`src/rtl/ez90_uop_pkg.sv`:
```
// Shared types and width helpers for the eZ90 uop cracker.
// Used by uop_cracker and uop_cracker_perf.
package ez90_uop_pkg;

  typedef enum logic {
    IDLE,
    EMIT
  } crack_state_e;

  function automatic int cnt_w(input int n);
    return $clog2(n + 1);
  endfunction

  function automatic int idx_w(input int n);
    return (n > 1) ? $clog2(n) : 1;
  endfunction

  // Tag layout for later stages; sized for the widest configuration.
  localparam int TAG_IDX_W = 8;
  localparam int TAG_PC_W  = 64;

  typedef struct packed {
    logic [TAG_IDX_W-1:0] idx;
    logic                 first;
    logic                 last;
    logic [TAG_PC_W-1:0]  pc;
  } uop_tag_t;

endpackage

```
`src/rtl/uop_cracker_perf.sv`:
```
// Macro-op and uop event counters for the uop cracker.
// Built only when EZ90_UOP_CRACKER_PERF_EN is defined.
module uop_cracker_perf (
  input  logic        clk,
  input  logic        rst_n,
  input  logic        flush,
  input  logic        inc_macro,
  input  logic        inc_uop,
  output logic [31:0] perf_macros,
  output logic [31:0] perf_uops
);

  always_ff @(posedge clk or negedge rst_n) begin
    if (!rst_n) begin
      perf_macros <= '0;
      perf_uops   <= '0;
    end else if (flush) begin
      perf_macros <= '0;
      perf_uops   <= '0;
    end else begin
      if (inc_macro) perf_macros <= perf_macros + 32'd1;
      if (inc_uop)   perf_uops   <= perf_uops + 32'd1;
    end
  end

endmodule

```
`src/rtl/uop_cracker.sv`:
```
// Cracks a macro-op into tagged uops, one per cycle.
// Optional counters under EZ90_UOP_CRACKER_PERF_EN.
module uop_cracker
  import ez90_uop_pkg::*;
#(
  parameter  int MAX_UOPS = 4,
  parameter  int UOP_W    = 32,
  parameter  int PC_W     = 16,
  localparam int CNT_W    = cnt_w(MAX_UOPS),
  localparam int IDX_W    = idx_w(MAX_UOPS)
) (
  input  logic                      clk,
  input  logic                      rst_n,
  input  logic                      flush,
  input  logic                      in_valid,
  output logic                      in_ready,
  input  logic [CNT_W-1:0]          in_count,
  input  logic [MAX_UOPS*UOP_W-1:0] in_uops,
  input  logic [PC_W-1:0]           in_pc,
  output logic                      out_valid,
  input  logic                      out_ready,
  output logic [UOP_W-1:0]          out_uop,
  output logic [IDX_W-1:0]          out_idx,
  output logic                      out_first,
  output logic                      out_last,
  output logic [PC_W-1:0]           out_pc,
  output logic                      err_illegal
`ifdef EZ90_UOP_CRACKER_PERF_EN
  ,
  output logic [31:0]               perf_macros,
  output logic [31:0]               perf_uops
`endif
);

  crack_state_e state_q, state_d;
  logic [IDX_W-1:0] idx_q, idx_d;
  logic [CNT_W-1:0] cnt_q;
  logic [MAX_UOPS-1:0][UOP_W-1:0] uops_q;
  logic [PC_W-1:0] pc_q;
  logic err_q;

  logic [CNT_W-1:0] idx_ext;
  logic last;
  logic legal;
  logic in_fire;
  logic out_fire;
  logic load;

  assign idx_ext = CNT_W'(idx_q);
  assign last    = (idx_ext + CNT_W'(1)) == cnt_q;
  assign legal   = (in_count != '0) &&
                   (in_count <= CNT_W'(MAX_UOPS));

  assign out_valid = state_q == EMIT;
  assign out_fire  = out_valid && out_ready;
  // Ready may follow out_ready: the FIFO side is registered.
  assign in_ready  = !flush &&
                     (!out_valid || (out_fire && last));
  assign in_fire   = in_valid && in_ready;
  assign load      = in_fire && legal;

  assign out_uop     = uops_q[idx_q];
  assign out_idx     = idx_q;
  assign out_first   = idx_q == '0;
  assign out_last    = out_valid && last;
  assign out_pc      = pc_q;
  assign err_illegal = err_q;

  always_comb begin
    state_d = state_q;
    idx_d   = idx_q;
    unique case (1'b1)
      flush: begin
        state_d = IDLE;
        idx_d   = '0;
      end
      !flush && load: begin
        state_d = EMIT;
        idx_d   = '0;
      end
      !flush && !load && out_fire && last: begin
        state_d = IDLE;
        idx_d   = '0;
      end
      !flush && out_fire && !last: begin
        idx_d = idx_q + IDX_W'(1);
      end
      default: ;
    endcase
  end

  always_ff @(posedge clk or negedge rst_n) begin
    if (!rst_n) begin
      state_q <= IDLE;
      idx_q   <= '0;
      cnt_q   <= '0;
      uops_q  <= '0;
      pc_q    <= '0;
      err_q   <= 1'b0;
    end else begin
      state_q <= state_d;
      idx_q   <= idx_d;
      err_q   <= in_fire && !legal;
      if (flush) begin
        cnt_q  <= '0;
        uops_q <= '0;
        pc_q   <= '0;
      end else if (load) begin
        cnt_q  <= in_count;
        uops_q <= in_uops;
        pc_q   <= in_pc;
      end
    end
  end

`ifdef EZ90_UOP_CRACKER_PERF_EN
  uop_cracker_perf u_perf (
    .clk         (clk),
    .rst_n       (rst_n),
    .flush       (flush),
    .inc_macro   (load),
    .inc_uop     (out_fire),
    .perf_macros (perf_macros),
    .perf_uops   (perf_uops)
  );
`endif

endmodule

```
`config.mk`:
```
export PLATFORM = sky130hd
export DESIGN_NAME = uop_cracker
export DESIGN_NICKNAME = d
export VERILOG_FILES = /design/src/rtl/ez90_uop_pkg.sv /design/src/rtl/uop_cracker_perf.sv /design/src/rtl/uop_cracker.sv
export SDC_FILE = /design/constraint.sdc
export NUM_CORES = 1
export LEC_CHECK = 0
export BUFFER_PORTS_ARGS = -buffer_cell sky130_fd_sc_hd__buf_2
export CORE_ASPECT_RATIO = 1.1
export CORE_UTILIZATION = 49
export CTS_CLUSTER_SIZE = 28
export DETAILED_ROUTE_END_ITERATION = 10
export PLACE_DENSITY = 0.78
export SYNTH_ARGS = -nofsm -noshare
export SYNTH_HDL_FRONTEND = slang
export SYNTH_SLANG_ARGS = --single-unit
```
`constraint.sdc`:
```
create_clock -name clk -period 3.8 [get_ports clk]
set_input_delay 0.19 -clock clk [delete_from_list [all_inputs] [get_ports clk]]
set_output_delay 0.19 -clock clk [all_outputs]
set_load 0.03 [all_outputs]
```
# Word level (Yosys, flattened, before mapping)
# Index checks and enable logic that the tools add are counted.
[op_classes] addsub=2 n_lt_le_gt_ge=2 eq_ne=1 mux=10 reduce_logical=27
[op_table] operator="128-bit 2-to-1 mux" n=2
[op_table] operator="32-bit binary-select mux with 2-bit select" n=1
[op_table] operator="16-bit 2-to-1 mux" n=2
[op_table] operator="32-bit 2-to-1 mux" n=1
[op_table] operator="1-bit logical AND" n=14
[op_table] operator="3-bit 2-to-1 mux" n=2
[op_table] operator="2-bit nonzero test" n=3
[op_table] operator="1-bit logical NOT" n=5
[op_table] operator="2-bit case mux with 2 select lines" n=1
[op_table] operator="2-bit by 1-bit adder with 3-bit output, second input constant" n=1
[op_table] operator="3-bit == test" n=1
[op_table] operator="3-bit less-or-equal comparator, second input constant" n=1
[op_table] operator="2-bit by 3-bit < comparator with 1-bit output, second input constant" n=1
[op_table] operator="3-bit nonzero test" n=1
[op_table] operator="3-bit OR reduction" n=1
[op_table] operator="2-bit by 1-bit adder with 2-bit output, second input constant" n=1
[op_table] operator="2-bit logical NOT" n=1
[op_table] operator="1-bit case mux with 2 select lines" n=1
[op_table] operator="2-bit OR reduction" n=1
[op_table] operator="1-bit logical OR" n=1
[totals] register_bits=151 inputBits=152 out_inout_bits=55 word_cells=51

# Depth between registers and ports, before layout
[logic_depth] depth_word=13 ltp_mapped=10 depth_no_buf=6

# Worst setup path before layout
# No wires, ideal clock.
[synth_timing] kind="register to register" from="register idx_q[0] (netlist: out_idx[0])" to="register pc_q[0] (netlist: out_pc[0])" setup_time_ns=0.127 arrival_time_ns=3.035 required_ns=3.673 setup_slack_ns=0.638 stages_incl_launch_ff=11 n_path_buf=4 period_less_slack_ns=3.162 path_cell_list="dfrtp_1 buf_4 buf_1 inv_1 ha_1 xor2_1 o41a_1 nor2_2 buf_8 buf_6 mux2_1"
[synth_between] elab_chain_len=8
[synth_rtl] item="from (decl)" line="uop_cracker.sv:36" text="logic [IDX_W-1:0] idx_q, idx_d;"
[synth_rtl] item="from (signal assigned)" line="uop_cracker.sv:102" text="idx_q <= idx_d;"
[synth_rtl] item="2-bit by 1-bit adder with 3-bit output" line="uop_cracker.sv:50" text="assign last = (idx_ext + CNT_W'(1)) == cnt_q;"
[synth_rtl] item="3-bit == test" line="uop_cracker.sv:50"
[synth_rtl] item="1-bit logical AND" line="uop_cracker.sv:58" text="(!out_valid || (out_fire && last));"
[synth_rtl] item="1-bit logical OR" line="uop_cracker.sv:58"
[synth_rtl] item="1-bit logical AND" line="uop_cracker.sv:57" text="assign in_ready = !flush &&"
[synth_rtl] item="1-bit logical AND" line="uop_cracker.sv:59" text="assign in_fire = in_valid && in_ready;"
[synth_rtl] item="1-bit logical AND" line="uop_cracker.sv:60" text="assign load = in_fire && legal;"
[synth_rtl] item="2-bit nonzero test (no source line)"
[synth_rtl] item="to (signal assigned)" line="uop_cracker.sv:111" text="pc_q <= in_pc;"
[synth_rtl] item="to (decl)" line="uop_cracker.sv:39" text="logic [PC_W-1:0] pc_q;"
# Every way passes these cells.
# A chain may end at the register's enable or synchronous reset.

# Final worst setup path
[layout_timing] from="register idx_q[0] (netlist: out_idx[0])" to="register uops_q[34] in the netlist's numbering"
[layout_between] elab_chain_len=8
[layout_rtl] item="2-bit by 1-bit adder with 3-bit output" line="uop_cracker.sv:50"
[layout_rtl] item="3-bit == test" line="uop_cracker.sv:50"
[layout_rtl] item="1-bit logical AND" line="uop_cracker.sv:58"
[layout_rtl] item="1-bit logical OR" line="uop_cracker.sv:58"
[layout_rtl] item="1-bit logical AND" line="uop_cracker.sv:57"
[layout_rtl] item="1-bit logical AND" line="uop_cracker.sv:59"
[layout_rtl] item="1-bit logical AND" line="uop_cracker.sv:60"
[layout_rtl] item="2-bit nonzero test (no source line)"
[layout_rtl] item="to (signal assigned)" line="uop_cracker.sv:110" text="uops_q <= in_uops;"
[layout_rtl] item="to (decl)" line="uop_cracker.sv:38" text="logic [MAX_UOPS-1:0][UOP_W-1:0] uops_q;"
# Every way passes these cells.

==> flow_summary_export.csv <==
group,metric,value,unit
cts,cts_buffer_depth,2,
yosys,synth_top_cell_by_area,"dfrtp_1",
critical_path,crit_chain,"inv_1 > ha_1 > xor2_1 > o41a_1 > nor2_4 > buf_4 > mux2_1",
power,p_leak,5.145,nW
yosys,synthCells,573,
route,wl_per_cell,18.05,um
route,postRouteWirelength,19770,um
cells_and_area,n_antenna_cell,0,
sta,worst_pin_slew,0.8381,ns
critical_path,setup.worst_path.start,"out_idx[0]",
power,vdd_ir_drop_max,0.2763,mV
sta,finalCritPeriodShare,83.17,%
yosys,post_synth_main_area_contributors,"dfrtp_1 50%, mux2_1 13%, nor2b_1 10%",
critical_path,crit_family,"flip-flops",
critical_path,slowest_delay,0.72,ns
critical_path,crit_path_end_kind,"register",
yosys,synth_area,0.007538,sq mm
cts,clk_latency,0.42,ns
floorplan,floorplan.rows,47,
outcome,status,"finished clean",
grt,grt_remaining_overflow,0,
cts,clock-sinks,151,
sta,finalSetupViolations,0,
run,maxCapViolCount,0,
cts,cts_buffers,17,
placement,dp_hpwl,11740,um
critical_path,cp_max_fo,54,
grt,grt_pass1_wl,31940,um
floorplan,fp.dieH,132.1,um
sta,relSlewSlack,43.52,%
floorplan,boundaryPins,207,
route,drt_iter0_markers,310,
cells_and_area,fin_cells,1095,
cells_and_area,nFillCells,1010,
grt,antenna_found_initial,1,
placement,dp.cells,938,
floorplan,core-area,0.01505,sq mm
sta,period_needed,3.161,ns
cts,cts_tree,"built",
yosys,syn_area_per_cell,13.16,sq um
route,vias_per_cell,5.292,
critical_path,cp.required,4.09,ns
critical_path,critPathBufInv,2,
route,num_vias,5795,
cts,htreeDepth,4,
floorplan,initial_core_util,50.07,%
critical_path,critPathSlowestCell,"dfrtp_2",
grt,grtUsageTotal,26.18,%
route,drc,0,
critical_path,rrSetupSlack,0.64,ns
grt,grt_pass1_vias,6254,
grt,grt_max_degree,83,
critical_path,arrival,3.45,ns
critical_path,reg2reg_from,"out_idx[0]",
critical_path,r2r_end,"uops_q[34]",
floorplan,die-area,0.01589,sq mm
floorplan,die_x,120.3,um
critical_path,crit_type,"register to register",
sta,fin_tns_setup,0,ns
cells_and_area,drive_gt1_share,35.71,%
cells_and_area,syn_to_final_growth,39.63,%
placement,port_buffers,206,
cells_and_area,fin_nets,1041,
sta,slew_viol_final,0,
critical_path,critPathLaunchType,"register",
sta,skew,0.006501,ns
route,final_antenna_net_count,0,
sta,max_freq,0.3164,GHz
hold_path,holdPathEnd,"uops_q[36]",
yosys,ys_ff_latch,151,
sta,rsz0062_at_grt,"false",
yosys,ys_warn_count,0,
power,totalPowerFinal,0.004146,W
yosys,ys_seq_area_share,50.12,%
cts,root_buffer,"clkbuf_16",
yosys,synth_fp_nets,727,
cts,post_cts_resized,0,
yosys,yosysTopAreaCellShare,50.12,%
hold_path,hp-start,"in_uops[36]",
cts,clkTransAtPathRegs,0.06,ns
hold_path,hp-class,"primary input to register",
critical_path,r2r_cells,7,
route,first_pass_iters,4,
placement,place_congestion,0.7706,
power,power_density,393.8,mW/mm^2
yosys,yosysUniqueCellTypes,33,
sta,hold_viol_final,0,
cts,cts_setup_buffers,0,
hold_path,whs_path_depth,3,
-- sequential cells by signal, summed over array words and instances, names as in the netlist --
register,count
err_illegal,1
out_valid,1
cnt_q,3
out_pc,16
uops_q,128
out_idx,2
-- layer usage --
layer,up-vias,share of wire (%),track usage (%)
met5,-,0.066,0
met4,2,2.8,11.59
met3,51,5.0,5.666
met2,207,51,44.57
met1,2899,41,31.89
li1,2636,-,-
-- cell type report --
class / instances / area [sq um] / area share, %
tap: 196 / 245.2 / 2.330
timing repair buffer: 342 / 2389 / 22.69
sequential: 151 / 3781 / 35.92
clock inverter: 7 / 116.4 / 1.105
multi-input combinational: 371 / 3478 / 33.04
clock buffer: 24 / 501.7 / 4.766
inverter: 4 / 15.01 / 0.1426
-- layout by cell type, fill, tap and decap left out, drive strengths merged, types with 3 or more instances in the layout --
master       synthesis  layout
buf                 20     216
dfrtp              151     151
nor2b              126     126
dlygate4sd3          0     126
mux2               126     126
mux4                32      32
clkbuf              27      24
o21ai               22      22
nand3               21      21
a21oi               20      20
inv                  4       4
bufinv               0       3
clkinv               0       3
-- cell families (layout without fill, tap and decap cells) --
kind of cell,count (synthesis),count (layout),synth area share [%]
simple gates,161,161,13.08
mux,158,158,28.88
xor+xnor,3,3,0.3486
fa+ha+maj,2,2,0.3319
buf+inv,51,377,3.900
flops,151,151,50.12
compound gates,47,47,3.336
-- power breakdown --
| group | leakage (nW) | switching [W] | total [W] | internal (W) |
|---|---|---|---|---|
| Sequential | 2.04 | 0.0000548 | 0.00176 | 0.00170 |
| Combinational | 2.80 | 0.000307 | 0.000632 | 0.000325 |
| Clock | 0.302 | 0.000639 | 0.00175 | 0.00112 |
-- worst min-delay path: cells and delay by family --
kind / cells / cell delay, ns
AO/OA/AOI/OAI: 1 / 0.05
buffers and inverters: 1 / 0.10
AND/OR/NAND/NOR: 1 / 0.06
-- through the flow --
stage                     setup WS (ns)  util (%)  area (sq um)  hold slack, ns
after floorplan                  0.6376         -          7538         -0.1056
after global placement           0.6972     57.44          8647          0.1793
after detailed placement         0.6429     57.44          8647          0.1809
after CTS                        0.6337     69.79         10510       0.0005458
after global routing             0.4529     69.92         10530         0.01087
final                            0.6394     69.92         10530         0.01314
-- timing repair --
| item | in CTS | in global routing |
|---|---|---|
| hold buffers | 124 | 2 |
| endpoints found under the hold margin | 178 | 2 |
| endpoints found under the setup margin | 0 | 0 |
-- worst max path at each step --
stage                       endpoint  cells after the start  slack, ns
final                     uops_q[34]                      7       0.64
after global routing      uops_q[34]                      7       0.45
after CTS                  uops_q[0]                      7       0.63
after detailed placement   uops_q[3]                      7       0.64
after global placement    uops_q[62]                      7       0.70
after floorplan            out_pc[0]                     10       0.64
-- cell usage after synthesis, drive strengths merged --
master / number
nor3: 1
a2111oi: 1
ha: 2
mux2: 126
o41ai: 1
o41a: 1
clkbuf: 27
and4b: 1
a21oi: 20
or3: 2
nor2b: 126
nand3: 21
nand2b: 2
nor2: 2
mux4: 32
and2: 1
nand4b: 2
o21ai: 22
xor2: 2
buf: 20
o22ai: 2
nand3b: 2
nand2: 1
dfrtp: 151
xnor2: 1
inv: 4
Power figures use the tool's default switching activity.
